[src/rtl/vidbuf_fill.sv]
// Rectangle-fill engine: takes one fill command and rasterises it into
// single-pixel frame buffer writes, one per clock, column fastest.
module vidbuf_fill #(
  parameter int X_WIDTH    = 9,
  parameter int Y_WIDTH    = 8,
  parameter int DATA_WIDTH = 24
) (
  input  logic                  CLK,
  input  logic                  RST,
  input  logic                  cmd_valid,
  output logic                  cmd_ready,
  input  logic [X_WIDTH-1:0]    cmd_x0,
  input  logic [Y_WIDTH-1:0]    cmd_y0,
  input  logic [X_WIDTH-1:0]    cmd_x1,
  input  logic [Y_WIDTH-1:0]    cmd_y1,
  input  logic [DATA_WIDTH-1:0] cmd_color,
  input  logic                  pause,
  input  logic                  abort,
  output logic [X_WIDTH-1:0]    x,
  output logic [Y_WIDTH-1:0]    y,
  output logic [DATA_WIDTH-1:0] data,
  output logic                  we,
  output logic                  busy,
  output logic                  done
);

  typedef enum logic {S_IDLE, S_RUN} state_t;

  state_t                r_state, w_state_next;
  logic [X_WIDTH-1:0]    r_xmin, r_xmax, r_cx;
  logic [Y_WIDTH-1:0]    r_ymin, r_ymax, r_cy;
  logic [DATA_WIDTH-1:0] r_color;
  logic                  r_fin;
  logic [X_WIDTH-1:0]    r_x;
  logic [Y_WIDTH-1:0]    r_y;
  logic [DATA_WIDTH-1:0] r_data;
  logic                  r_we, r_busy, r_done, r_cmd_ready;

  logic                  w_accept, w_emit, w_last_px;
  logic [X_WIDTH-1:0]    w_xmin, w_xmax, w_cx, w_cx_next, w_x_next;
  logic [Y_WIDTH-1:0]    w_ymin, w_ymax, w_cy, w_cy_next, w_y_next;
  logic [DATA_WIDTH-1:0] w_color, w_data_next;
  logic                  w_fin_next, w_we_next, w_busy_next, w_done_next, w_ready_next;

  always_comb begin
    w_accept = (r_state == S_IDLE) && r_cmd_ready && cmd_valid;

    w_xmin  = r_xmin;
    w_xmax  = r_xmax;
    w_ymin  = r_ymin;
    w_ymax  = r_ymax;
    w_color = r_color;
    w_cx    = r_cx;
    w_cy    = r_cy;
    // The accepting edge already emits the first pixel, so the normalised
    // corners are used directly rather than waiting for them to be registered.
    if (w_accept) begin
      w_xmin  = (cmd_x0 < cmd_x1) ? cmd_x0 : cmd_x1;
      w_xmax  = (cmd_x0 < cmd_x1) ? cmd_x1 : cmd_x0;
      w_ymin  = (cmd_y0 < cmd_y1) ? cmd_y0 : cmd_y1;
      w_ymax  = (cmd_y0 < cmd_y1) ? cmd_y1 : cmd_y0;
      w_color = cmd_color;
      w_cx    = w_xmin;
      w_cy    = w_ymin;
    end

    w_emit    = !pause && (w_accept || ((r_state == S_RUN) && !r_fin && !abort));
    w_last_px = (w_cx == w_xmax) && (w_cy == w_ymax);

    w_state_next = r_state;
    w_x_next     = r_x;
    w_y_next     = r_y;
    w_data_next  = r_data;
    w_we_next    = 1'b0;
    w_done_next  = 1'b0;
    w_busy_next  = r_busy;
    w_ready_next = r_cmd_ready;
    w_fin_next   = r_fin;
    w_cx_next    = w_cx;
    w_cy_next    = w_cy;

    case (r_state)
      S_IDLE: begin
        w_ready_next = 1'b1;
        w_busy_next  = 1'b0;
        if (w_accept) begin
          w_state_next = S_RUN;
          w_ready_next = 1'b0;
          w_busy_next  = 1'b1;
          w_fin_next   = 1'b0;
        end
      end
      S_RUN: begin
        // r_fin marks that the final pixel is on the outputs this cycle.
        if (abort) begin
          w_state_next = S_IDLE;
          w_ready_next = 1'b1;
          w_busy_next  = 1'b0;
        end else if (r_fin) begin
          w_state_next = S_IDLE;
          w_done_next  = 1'b1;
          w_ready_next = 1'b1;
          w_busy_next  = 1'b0;
        end
      end
      default: w_state_next = S_IDLE;
    endcase

    if (w_emit) begin
      w_x_next    = w_cx;
      w_y_next    = w_cy;
      w_data_next = w_color;
      w_we_next   = 1'b1;
      w_fin_next  = w_last_px;
      if (w_cx == w_xmax) begin
        w_cx_next = w_xmin;
        w_cy_next = w_cy + 1'b1;
      end else begin
        w_cx_next = w_cx + 1'b1;
      end
    end
  end

  always_ff @(posedge CLK or negedge RST) begin
    if (!RST) begin
      r_state     <= S_IDLE;
      r_xmin      <= '0;
      r_xmax      <= '0;
      r_ymin      <= '0;
      r_ymax      <= '0;
      r_color     <= '0;
      r_cx        <= '0;
      r_cy        <= '0;
      r_fin       <= 1'b0;
      r_x         <= '0;
      r_y         <= '0;
      r_data      <= '0;
      r_we        <= 1'b0;
      r_busy      <= 1'b0;
      r_done      <= 1'b0;
      r_cmd_ready <= 1'b0;
    end else begin
      r_state     <= w_state_next;
      r_xmin      <= w_xmin;
      r_xmax      <= w_xmax;
      r_ymin      <= w_ymin;
      r_ymax      <= w_ymax;
      r_color     <= w_color;
      r_cx        <= w_cx_next;
      r_cy        <= w_cy_next;
      r_fin       <= w_fin_next;
      r_x         <= w_x_next;
      r_y         <= w_y_next;
      r_data      <= w_data_next;
      r_we        <= w_we_next;
      r_busy      <= w_busy_next;
      r_done      <= w_done_next;
      r_cmd_ready <= w_ready_next;
    end
  end

  assign cmd_ready = r_cmd_ready;
  assign x         = r_x;
  assign y         = r_y;
  assign data      = r_data;
  assign we        = r_we;
  assign busy      = r_busy;
  assign done      = r_done;

endmodule

[config.mk]
export PLATFORM = sky130hd
export DESIGN_NAME = vidbuf_fill
export DESIGN_NICKNAME = d
export VERILOG_FILES = /design/src/rtl/vidbuf_fill.sv
export SDC_FILE = /design/constraint.sdc
export NUM_CORES = 1
export LEC_CHECK = 0
export BUFFER_PORTS_ARGS = -buffer_cell sky130_fd_sc_hd__buf_2
export CAP_MARGIN = 20
export CORE_MARGIN = 2
export CORE_UTILIZATION = 56
export CTS_CLUSTER_DIAMETER = 200
export DETAILED_ROUTE_END_ITERATION = 6
export GPL_ROUTABILITY_DRIVEN = 0
export PLACE_DENSITY = 0.9
export SLEW_MARGIN = 20
export SYNTH_ARGS = -nofsm -noshare
export SYNTH_HDL_FRONTEND = slang
export SYNTH_SLANG_ARGS = --single-unit
export TNS_END_PERCENT = 5
[constraint.sdc]
create_clock -name CLK -period 2.81 [get_ports CLK]
set_input_delay 0.1405 -clock CLK [delete_from_list [all_inputs] [get_ports CLK]]
set_output_delay 0.1405 -clock CLK [all_outputs]
set_load 0.01 [all_outputs]
== Yosys cells after proc, flatten, opt, wreduce, memory -nomap -nowiden ==
Index checks and enable logic that the tools add are counted.

* Register bits: 114
* Bits in latches: 0
* RAM bits: 0
* Bits in read-only memories: 0
* Input bits: 63
* Output and inout bits: 45
* Word-level logic and storage cells: 68
* Memories: 0

* Add/sub/neg operators: 2
* $mul: 0
* Div/mod/pow operators: 0
* Magnitude comparators: 2
* Equal/unequal tests: 4
* Shift-type cells: 0
* Muxes and demuxes: 32
* Bitwise operators: 1
* Reductions and logical operators: 12

{| class="wikitable"
|+ Operator list
! cell !! number
|-
| $mux 9 || 7
|-
| $mux 8 || 6
|-
| $mux 24 || 1
|-
| $mux 1 || 15
|-
| $add 9x1->9 const B || 1
|-
| $eq 9x9->1 || 1
|-
| $lt 9x9->1 || 1
|-
| $add 8x1->8 const B || 1
|-
| $eq 8x8->1 || 1
|-
| $lt 8x8->1 || 1
|-
| $logic_and 1x1->1 || 6
|-
| $pmux 1 s2 || 3
|-
| $logic_not 1->1 || 3
|-
| $ne 3x2->1 const B || 1
|-
| $ne 2x1->1 const B || 1
|-
| $reduce_and 2->1 || 1
|-
| $reduce_bool 2->1 || 1
|-
| $logic_or 1x1->1 || 1
|-
| $not 1->1 || 1
|}

== Logic depth before layout (Yosys ltp) ==
Gate-level depths: netlist of run 1.

* Word-level depth: 7
* Mapped depth: 12
* Mapped depth without buffers: 11

== Least setup slack after synthesis of run 1 ==
OpenSTA, ideal clock, no wires.

* Path type: input port to flip-flop
* From: in cmd_x1[8]
* To: reg r_cx[8]
* Setup time: 0.069 ns
* Arrival time: 2.594 ns
* Data required time: 2.741 ns
* Setup slack: 0.147 ns
* Stages: 10
* Buffers on the path: 0
* Cells stage by stage: inv_1 > ha_1 > or2_4 > o41ai_4 > nand2_4 > a311oi_4 > ha_1 > nand3_1 > or4_1 > nand3_1

* Word-level cells in the longest chain between the ends: 6
* Elaborated cells on any way between the ends: 10
* Classes of those cells: add/sub (1); order compare (1); eq/ne (1); mux (7)

{| class="wikitable"
|+ RTL lines
! item !! line !! RTL
|-
| start: declaration || 14 || <nowiki>input logic [X_WIDTH-1:0] cmd_x1,</nowiki>
|-
| $lt 9x9->1 * || 58 || <nowiki>w_xmin = (cmd_x0 < cmd_x1) ? cmd_x0 : cmd_x1;</nowiki>
|-
| $mux 9 * || 58 ||
|-
| $mux 9 * || 57 || <nowiki>if (w_accept) begin</nowiki>
|-
| net w_cx[1] || 40 || <nowiki>logic [X_WIDTH-1:0] w_xmin, w_xmax, w_cx, w_cx_next, w_x_next;</nowiki>
|-
| $add 9x1->9 or $eq 9x9->1 (tied branches) || 119, 115 ||
|-
| $mux 9 * || 115 || <nowiki>if (w_cx == w_xmax) begin</nowiki>
|-
| $mux 9 * || 109 || <nowiki>if (w_emit) begin</nowiki>
|-
| net w_cx_next[8] || 40 ||
|-
| end signal: assignment || 149 || <nowiki>r_cx <= w_cx_next;</nowiki>
|-
| end: declaration || 30 || <nowiki>logic [X_WIDTH-1:0] r_xmin, r_xmax, r_cx;</nowiki>
|}

The timed path passes the listed nets; every way through them passes the cells marked *.
A chain may end at the register's enable or synchronous reset.

== Final worst setup path of run 1 ==
* From: in cmd_x0[7]
* To: reg r_cx[8]

* Word-level cells in the longest chain between the ends: 6
* Elaborated cells on any way between the ends: 10
* Classes of those cells: add/sub (1); order compare (1); eq/ne (1); mux (7)

{| class="wikitable"
|+ RTL lines
! item !! line !! RTL
|-
| start: declaration || 12 || <nowiki>input logic [X_WIDTH-1:0] cmd_x0,</nowiki>
|-
| $lt 9x9->1 || 58, 59 ||
|-
| $mux 9, on equally long branches || 58, 59 ||
|-
| $mux 9 || 57 ||
|-
| $add 9x1->9 or $eq 9x9->1 (tied branches) || 119, 115 ||
|-
| $mux 9 || 115 ||
|-
| $mux 9 * || 109 ||
|-
| net w_cx_next[8] || 40 ||
|}

Marked as above.

==> impl_metrics.json, run 1 <==
{
  "outcome": "completed",
  "syn_inst": 654,
  "p_seq_share_pct": 36.1,
  "ys_ff_latch": 114,
  "fp.coreArea_sq_um": 10200,
  "grt_pass1_vias": 5620,
  "drt-total-wl_um": 16100,
  "hp-class": "primary input to flop",
  "cp_max_fo": 5,
  "fin_crit_sh_pct": 95.7,
  "synth.avg_cell_area_sq_um": 8.88,
  "n_antenna_cell": 0,
  "grt.total_usage_pct": 29.8,
  "io_pins": 108,
  "cts-root-buf": "clkbuf_8",
  "rows": 37,
  "netSwitchingFraction_pct": 37.1,
  "drtIter0Drc": 386,
  "antenna_found_initial": 0,
  "hold_depth": 3,
  "min_period_ns": 2.69,
  "synth_flop_cell": "dfrtp_1",
  "drive_gt1_share_pct": 22.9,
  "tritoncts": "yes",
  "synth_area_leaders": "dfrtp_1 (49%), nand2_1 (14%), xor2_1 (4.5%)",
  "synth_edf_count": 0,
  "yosysSeqAreaShare_pct": 49.1,
  "grt_overflow": 0,
  "grt_max_degree": 54,
  "fmax_mhz": 372,
  "layout.nets": 891,
  "arrival_ns": 3.13,
  "start_util_pct": 57.0,
  "slew_viol_final": 0,
  "fp.dieH_um": 106,
  "port_buffers": 107,
  "cts_buffers": 17,
  "start_kind": "primary input",
  "ir_drop_mv": 0.590,
  "pwr-share-clk_pct": 27.2,
  "hold_violations": 0,
  "num_vias": 5376,
  "reg2reg_depth": 7,
  "p_comb_share_pct": 36.7,
  "p_per_area_nw_per_um2": 1030,
  "synth_top_area_cell": "dfrtp_1",
  "power.switching_mw": 2.91,
  "dp_hpwl_um": 10500,
  "yosysMostFrequentCell": "nand2_1",
  "maxCapViolCount": 0,
  "path_class": "primary input to flop",
  "p_leak_nw": 3.89,
  "wl_per_cell_um": 16.8,
  "cts.path.max_buffers": 2,
  "grt_pass1_wl_um": 26200,
  "async_flop_share_pct": 100,
  "worstMarginPinSlew_ns": 0.628,
  "setup_viol": 0,
  "die_area_sq_um": 11200,
  "area_growth_pct": 30.8,
  "required_ns": 3.25,
  "ys_types": 59,
  "dieWidth_um": 106,
  "yosys.area.top_type_share_pct": 49.1,
  "yosys-top-cells-count": "nand2_1 (220), dfrtp_1 (114), nor2_1 (35), o21ai_0 (32), xor2_1 (30)",
  "htree_levels": 4,
  "rsz0062_at_grt": "false",
  "utilization_pct": 74.6,
  "insertion_delay_ns": 0.50,
  "netlist_area_sq_um": 5810,
  "total_power_mw": 7.84,
  "clock-sinks": 114,
  "vias_per_cell": 5.60,
  "end_kind": "flop",
  "clk_pin_slew_ns": 0.06,
  "ant_nets": 0,
  "fin_skew_ns": 0.00565,
  "internal_power_mw": 4.93,
  "relSlewSlack_pct": 57.7,
  "yosys_warnings": 0,
  "synth_nets": 734,
  "drc_errors": 0,
  "drt_pass1_iterations": 6
}
[layer usage]
layer | GRT usage [%] | part of all wire, % | wire [um]
met5 | 0 | 0 | 0
met4 | 12.5 | 2.8 | 456
met3 | 8.04 | 6.6 | 1060
met2 | 51.0 | 50 | 8050
met1 | 35.4 | 41 | 6540
[stage by stage]
stage	area [sq um]	TNS (ns)	setup WS, ns	hold WS, ns	cells
after detailed placement	6640	-0.125	-0.0713	0.194	893
after CTS	7560	0	0.0128	0.000245	958
after floorplan	5810	0	0.147	-0.155	654
final	7600	0	0.120	0.0187	960
after global routing	7600	0	0.0196	0.0237	960
after global placement	6640	0	0.0704	0.189	893
[worst max-delay path: stages]
cell and delay (ns):
dlygate4sd3_1 0.54, buf_2 0.16, ha_1 0.30, a41oi_1 0.12, a21oi_2 0.15, o41a_1 0.28, buf_4 0.17, o21ai_0 0.14
a31oi_2 0.36, nand3b_1 0.18, or4_1 0.49, nand3_1 0.09
[cell usage in the layout, fill, tap and decap left out, drive strengths merged, types with 4 or more instances in the layout]
cell	instances
clkbuf	18
a31oi	5
nand3	13
nand4	9
inv	20
o31ai	4
nor2	35
mux2i	15
a21oi	22
o21ai	38
ha	17
nand2	221
dfrtp	114
xnor2	11
buf	137
dlygate4sd3	33
nand2b	4
nor4	12
xor2	30
clkinv	8
[state kept, by name, summed over array words and instances, names as in the netlist, 8 cells and up]
register / flops
x: 9
y: 8
r_ymax: 8
r_xmin: 9
r_xmax: 9
r_cx: 9
r_color: 24
data: 24
r_cy: 8
[power groups by stage]
stage               logic (mW)  clock network, mW  registers (mW)
finish                    2.87               2.14            2.83
global route              3.18               2.24            2.90
CTS                       2.79               2.15            2.82
detailed placement        2.72                  0            2.83
global placement          2.61                  0            2.79
floorplan                 1.60                  0            2.90
[what timing repair did]
item	in CTS	in global routing
resized for setup	0	5
hold endpoints to repair	103	0
hold buffers	33	0
buffers inserted	0	2
endpoints found under the setup margin	0	5
[path summary, 6_finish.rpt]
kind,to,slack (ns),from
setup / recovery,r_cx[8],0.12,cmd_x0[7]
max in group asynchronous,x[5],1.87,RST
hold reg to reg,r_color[1],0.47,r_color[1]
setup reg to reg,r_cy[7],0.25,r_state
min in group asynchronous,r_xmax[0],0.20,RST
hold / removal,r_xmax[6],0.02,cmd_x0[6]
[kinds of logic (layout without fill, tap and decap cells)]
group	Yosys count	after routing	synth area share (%)
AOI/OAI and AO/OA	107	107	12.5
xor gates and xnor gates	41	41	6.18
adders and majority gates	17	17	3.66
buffers and inverters	52	222	3.38
DFF	114	114	49.1
muxes	15	15	2.59
and+or+nand+nor	308	308	22.5
[area by class of cell]
cell class	count	area (sq um)
clock buffers	18	428
inverters	20	75.1
multi-input cells	488	2790
flip-flops and latches	114	2850
clock inverters	14	164
well taps	136	170
fillers	700	2590
repair buffers	170	1120
No activity file was read; power rests on OpenSTA's default activity.
==> run 2, diff against run 1 <==
CELL_PAD_IN_SITES_DETAIL_PLACEMENT = 0   (was unset)
CELL_PAD_IN_SITES_GLOBAL_PLACEMENT = 1   (was unset)
CORE_UTILIZATION = 42   (was 56)
TNS_END_PERCENT = unset   (was 5)
==> run 2 against run 1 <==
First-iteration DRC count down 20%. Maximum frequency grew 1.6%. Final area rose by 0.44%. Largest cell class unchanged. Routed wire length shrank 6.7%.
==> impl_metrics.json, run 2 (synthesized netlist as in run 1, its figures left out) <==
{
  "outcome": "completed",
  "cts_buffers": 17,
  "tritoncts": "yes",
  "cts.path.max_buffers": 2,
  "htree_levels": 4,
  "rrSetupSlack_ns": 0.16,
  "drt-total-wl_um": 15000,
  "fin_crit_sh_pct": 94.2,
  "die_area_sq_um": 14800,
  "pwr-share-clk_pct": 30.9,
  "min_period_ns": 2.65,
  "drt_pass1_iterations": 7,
  "drc_errors": 0,
  "cp_max_fo": 30,
  "relSlewSlack_pct": 51.5,
  "netSwitchingFraction_pct": 34.1,
  "dp_hpwl_um": 10700,
  "ir_drop_mv": 0.527,
  "layout.nets": 883,
  "clock-sinks": 114,
  "drive_gt1_share_pct": 22.2,
  "io_pins": 108,
  "cts_hold_buf": 25,
  "start_kind": "flop",
  "min_delay_worst_endpoint": "done",
  "vias_per_cell": 5.13,
  "area_growth_pct": 31.4,
  "cts-root-buf": "clkbuf_16",
  "setup_viol": 0,
  "fp.coreArea_sq_um": 13300,
  "grt_pass1_wl_um": 24800,
  "grt.total_usage_pct": 21.3,
  "place_area_sq_um": 6690,
  "reg2reg_to": "r_cx[8]",
  "maxCapViolCount": 0,
  "p_comb_share_pct": 34.6,
  "port_buffers": 107,
  "slew_viol_final": 0,
  "fmax_mhz": 378,
  "final_cell_mix": "nand2_1 (220), dfrtp_1 (114), buf_2 (106)",
  "fin_skew_ns": 0.0105,
  "worstMarginPinSlew_ns": 0.727,
  "grt_pass1_vias": 5160,
  "grt_max_degree": 59,
  "rows": 42,
  "reg2reg_depth": 9,
  "internal_power_mw": 5.35,
  "arrival_ns": 2.98,
  "p_leak_nw": 3.89,
  "start_util_pct": 43.5,
  "ant_nets": 0,
  "num_vias": 5089,
  "dieWidth_um": 122,
  "rsz0062_at_grt": "false",
  "cts_resized": 0,
  "wl_per_cell_um": 15.2,
  "path_class": "flop to flop",
  "finalInstanceArea_sq_um": 7630,
  "n_antenna_cell": 0,
  "p_seq_share_pct": 34.5,
  "clk_pin_slew_ns": 0.05,
  "hold_violations": 0,
  "drtIter0Drc": 308,
  "layoutNonFillerInstCount": 992,
  "power.switching_mw": 2.77,
  "fillers": 1204,
  "final_common_cell": "nand2_1",
  "antenna_found_initial": 0,
  "post-cts-setup-buffers": 0,
  "grt_overflow": 0,
  "dp_cells": 935,
  "fp.dieH_um": 122,
  "required_ns": 3.14,
  "p_per_area_nw_per_um2": 1060,
  "reg2reg_from": "cmd_ready",
  "hp-class": "primary input to flop",
  "insertion_delay_ns": 0.40,
  "end_kind": "flop",
  "min_from": "abort",
  "hold_depth": 2
}
## run 2: through the flow
| step | power, mW | setup TNS [ns] | util (%) | setup slack (ns) | hold WS [ns] |
|---|---|---|---|---|---|
| after global placement | 5.47 | 0 | 50.1 | 0.0932 | 0.234 |
| after floorplan | 4.50 | 0 | - | 0.147 | -0.155 |
| after CTS | 8.16 | 0 | 57.2 | 0.174 | 0.0292 |
| after global routing | 8.66 | 0 | 57.2 | 0.0437 | 0.0289 |
| final | 8.12 | 0 | 57.2 | 0.162 | 0.0412 |
| after detailed placement | 5.57 | -0.0439 | 50.1 | -0.0277 | 0.240 |
## run 2: routing by layer
layer	global-route usage (%)	up-vias	part of all wire, %
met1	27.1	2399	44
met4	7.11	0	1.6
met5	0	-	0
li1	-	2505	-
met2	35.7	169	48
met3	5.20	16	6.0
## run 2: power groups by stage
| stage | Combinational [mW] | Clock, mW | Sequential, mW |
|---|---|---|---|
| after global placement | 2.68 | 0 | 2.79 |
| after detailed placement | 2.75 | 0 | 2.81 |
| after floorplan | 1.60 | 0 | 2.90 |
| final | 2.81 | 2.51 | 2.80 |
| after global routing | 3.13 | 2.64 | 2.89 |
| after CTS | 2.82 | 2.54 | 2.80 |
## run 2: critical path, stage by stage, from the launching register on
cell      delay [ns]
dfrtp_1         0.40
nand3b_1        0.32
buf_4           0.37
nor2_1          0.08
o21ai_0         0.13
o211a_2         0.26
ha_1            0.21
nand3_1         0.16
or4_1           0.54
nand3_1         0.10
## run 2: worst max-delay path by stage
stage | cells past startpoint | slack [ns] | start | end
6_report | 9 | 0.16 | cmd_ready | r_cx[8]
5_1_grt | 9 | 0.04 | cmd_ready | r_cx[8]
4_1_cts | 9 | 0.17 | cmd_ready | r_cx[8]
3_5_place_dp | 12 | -0.03 | cmd_x1[8] | r_cx[6]
3_3_place_gp | 11 | 0.09 | cmd_x1[8] | r_cx[5]
2_1_floorplan | 10 | 0.15 | cmd_x1[8] | r_cx[8]
## run 2: area by class of cell
| class | instances | area [sq um] | area share, % |
|---|---|---|---|
| Clock buffer | 22 | 464 | 6.08 |
| Clock inverter | 10 | 228 | 2.98 |
| Inverter | 20 | 75.1 | 0.984 |
| Multi-Input combinational cell | 488 | 2770 | 36.2 |
| Sequential cell | 114 | 2850 | 37.4 |
| Tap cell | 176 | 220 | 2.89 |
| Timing Repair Buffer | 162 | 1030 | 13.4 |
==> run 3, diff against run 2 <==
SETUP_SLACK_MARGIN = 0.2   (was unset)
==> run 3 against run 2 <==
Count of clock-buffer cells in the layout is 1 higher. Sequential power is essentially flat. Final area down 0.34%. First-iteration DRC count is 25% lower. Worst hold slack worse by 0.018 ns.
==> impl_metrics.json, run 3 (synthesized netlist as in run 1, its figures left out) <==
{
  "drt-total-wl_um": 14600,
  "grt_pass1_vias": 5074,
  "end_kind": "flop",
  "final_cell_mix": "nand2_1 (220), dfrtp_1 (114), buf_2 (106)",
  "cts-root-buf": "clkbuf_16",
  "clk_pin_slew_ns": 0.05,
  "io_pins": 108,
  "ir_drop_mv": 0.558,
  "vias_per_cell": 5.13,
  "arrival_ns": 2.75,
  "fp.dieH_um": 122,
  "grt_overflow": 0,
  "grt_pass1_wl_um": 24400,
  "p_per_area_nw_per_um2": 1050,
  "fmax_mhz": 409,
  "n_antenna_cell": 0,
  "utilization_pct": 57.0,
  "min_period_ns": 2.44,
  "hp-class": "primary input to flop",
  "fin_ws_ns": 0.366,
  "insertion_delay_ns": 0.42,
  "maxCapViolCount": 0,
  "worstMarginPinSlew_ns": 0.653,
  "antenna_found_initial": 0,
  "worstPathCellList": "buf_2, inv_1, ha_1, or2_4, o41a_1, o21ai_0, o211a_2, ha_2, nand3_2, or2_0, a221oi_1",
  "fillers": 1197,
  "drtIter0Drc": 230,
  "fp.coreArea_sq_um": 13300,
  "grt.total_usage_pct": 21.0,
  "path_class": "primary input to flop",
  "tritoncts": "yes",
  "area_growth_pct": 31.0,
  "num_vias": 5081,
  "start_kind": "primary input",
  "outcome": "completed",
  "hold_violations": 0,
  "setup_viol": 0,
  "fin_skew_ns": 0.00618,
  "relSlewSlack_pct": 56.1,
  "htree_levels": 4,
  "place_area_sq_um": 6670,
  "dp_slack_ns": -0.0281,
  "cp_max_fo": 6,
  "rows": 42,
  "total_power_mw": 7.99,
  "cts_buffers": 17,
  "start_util_pct": 43.5,
  "ant_nets": 0,
  "dieWidth_um": 122,
  "finalInstanceArea_sq_um": 7600,
  "dp_hpwl_um": 10300,
  "wl_per_cell_um": 14.8,
  "required_ns": 3.12,
  "port_buffers": 107,
  "slew_viol_final": 0,
  "fin_crit_sh_pct": 87.0,
  "p_leak_nw": 3.87,
  "rsz0062_at_grt": "false",
  "final_common_cell": "nand2_1",
  "cts.path.max_buffers": 2,
  "slowest_stage": "o41a_1",
  "drc_errors": 0,
  "critPathMaxStageDelay_ns": 0.49,
  "die_area_sq_um": 14800,
  "clock-sinks": 114,
  "drt_pass1_iterations": 5,
  "drive_gt1_share_pct": 22.5,
  "layout.nets": 881,
  "grt_max_degree": 70
}
[run 3: cell types whose count changed in the layout (fill, tap and decap cells not counted), sizes merged]
cell	before	now
bufinv	7	5
clkinvlp	1	2
clkbuf	22	23
buf	137	135
clkinv	2	3
inv	20	19
[run 3: final cells by class]
class / instances / area, sq um / area share (%)
Clock inverter: 9 / 175 / 2.30
Tap cell: 176 / 220 / 2.90
Timing Repair Buffer: 160 / 1010 / 13.3
Sequential cell: 114 / 2850 / 37.5
Multi-Input combinational cell: 488 / 2780 / 36.6
Inverter: 20 / 76.3 / 1.00
Clock buffer: 23 / 488 / 6.42
[run 3: where the power goes]
group          switching [mW]  internal [mW]
Sequential              0.405           2.41
Clock                   0.731           1.66
Combinational            1.64           1.14
Total                    2.78           5.22
[run 3: critical path, delay by kind of cell]
| kind | cells | cell delay (ns) |
|---|---|---|
| and+or+nand+nor | 3 | 0.63 |
| adders and majority gates | 2 | 0.46 |
| buffers and inverters | 2 | 0.16 |
| AOI/OAI and AO/OA | 4 | 1.36 |
[run 3: path summary, 6_finish.rpt]
| kind | from | to | slack, ns | cells after the start |
|---|---|---|---|---|
| setup / recovery | cmd_x1[8] | r_cx[6] | 0.37 | 11 |
| hold / removal | abort | busy | 0.02 | 4 |
| setup reg to reg | r_state | r_cy[7] | 0.39 | 7 |
| hold reg to reg | r_color[19] | r_color[19] | 0.47 | 2 |
| max in group asynchronous | RST | r_xmin[2] | 1.78 | 3 |
| min in group asynchronous | RST | r_state | 0.27 | 2 |
[run 3: timing repair]
item                                    CTS  global route
setup buffers                             0             1
hold buffers                             25             0
endpoints found under the setup margin    0             4
endpoints found under the hold margin    69             0
resized for setup                         0             3
[run 3: routing by layer]
metal  track usage, %  routed length [um]  vias up  share of wire (%)
met4             7.04                 201        0                1.4
met3             5.76                 754       18                5.2
met1             27.3                6650     2431                 45
met5                0                   0        -                  0
li1                 -                   -     2499                  -
met2             34.3                7010      133                 48
[run 3: per-stage QoR]
stage	hold slack, ns	TNS [ns]	cells
finish	0.0228	0	990
global route	0.0152	0	990
CTS	0.000600	0	989
detailed placement	0.187	-0.0298	932
global placement	0.175	0	932
floorplan	-0.155	0	654
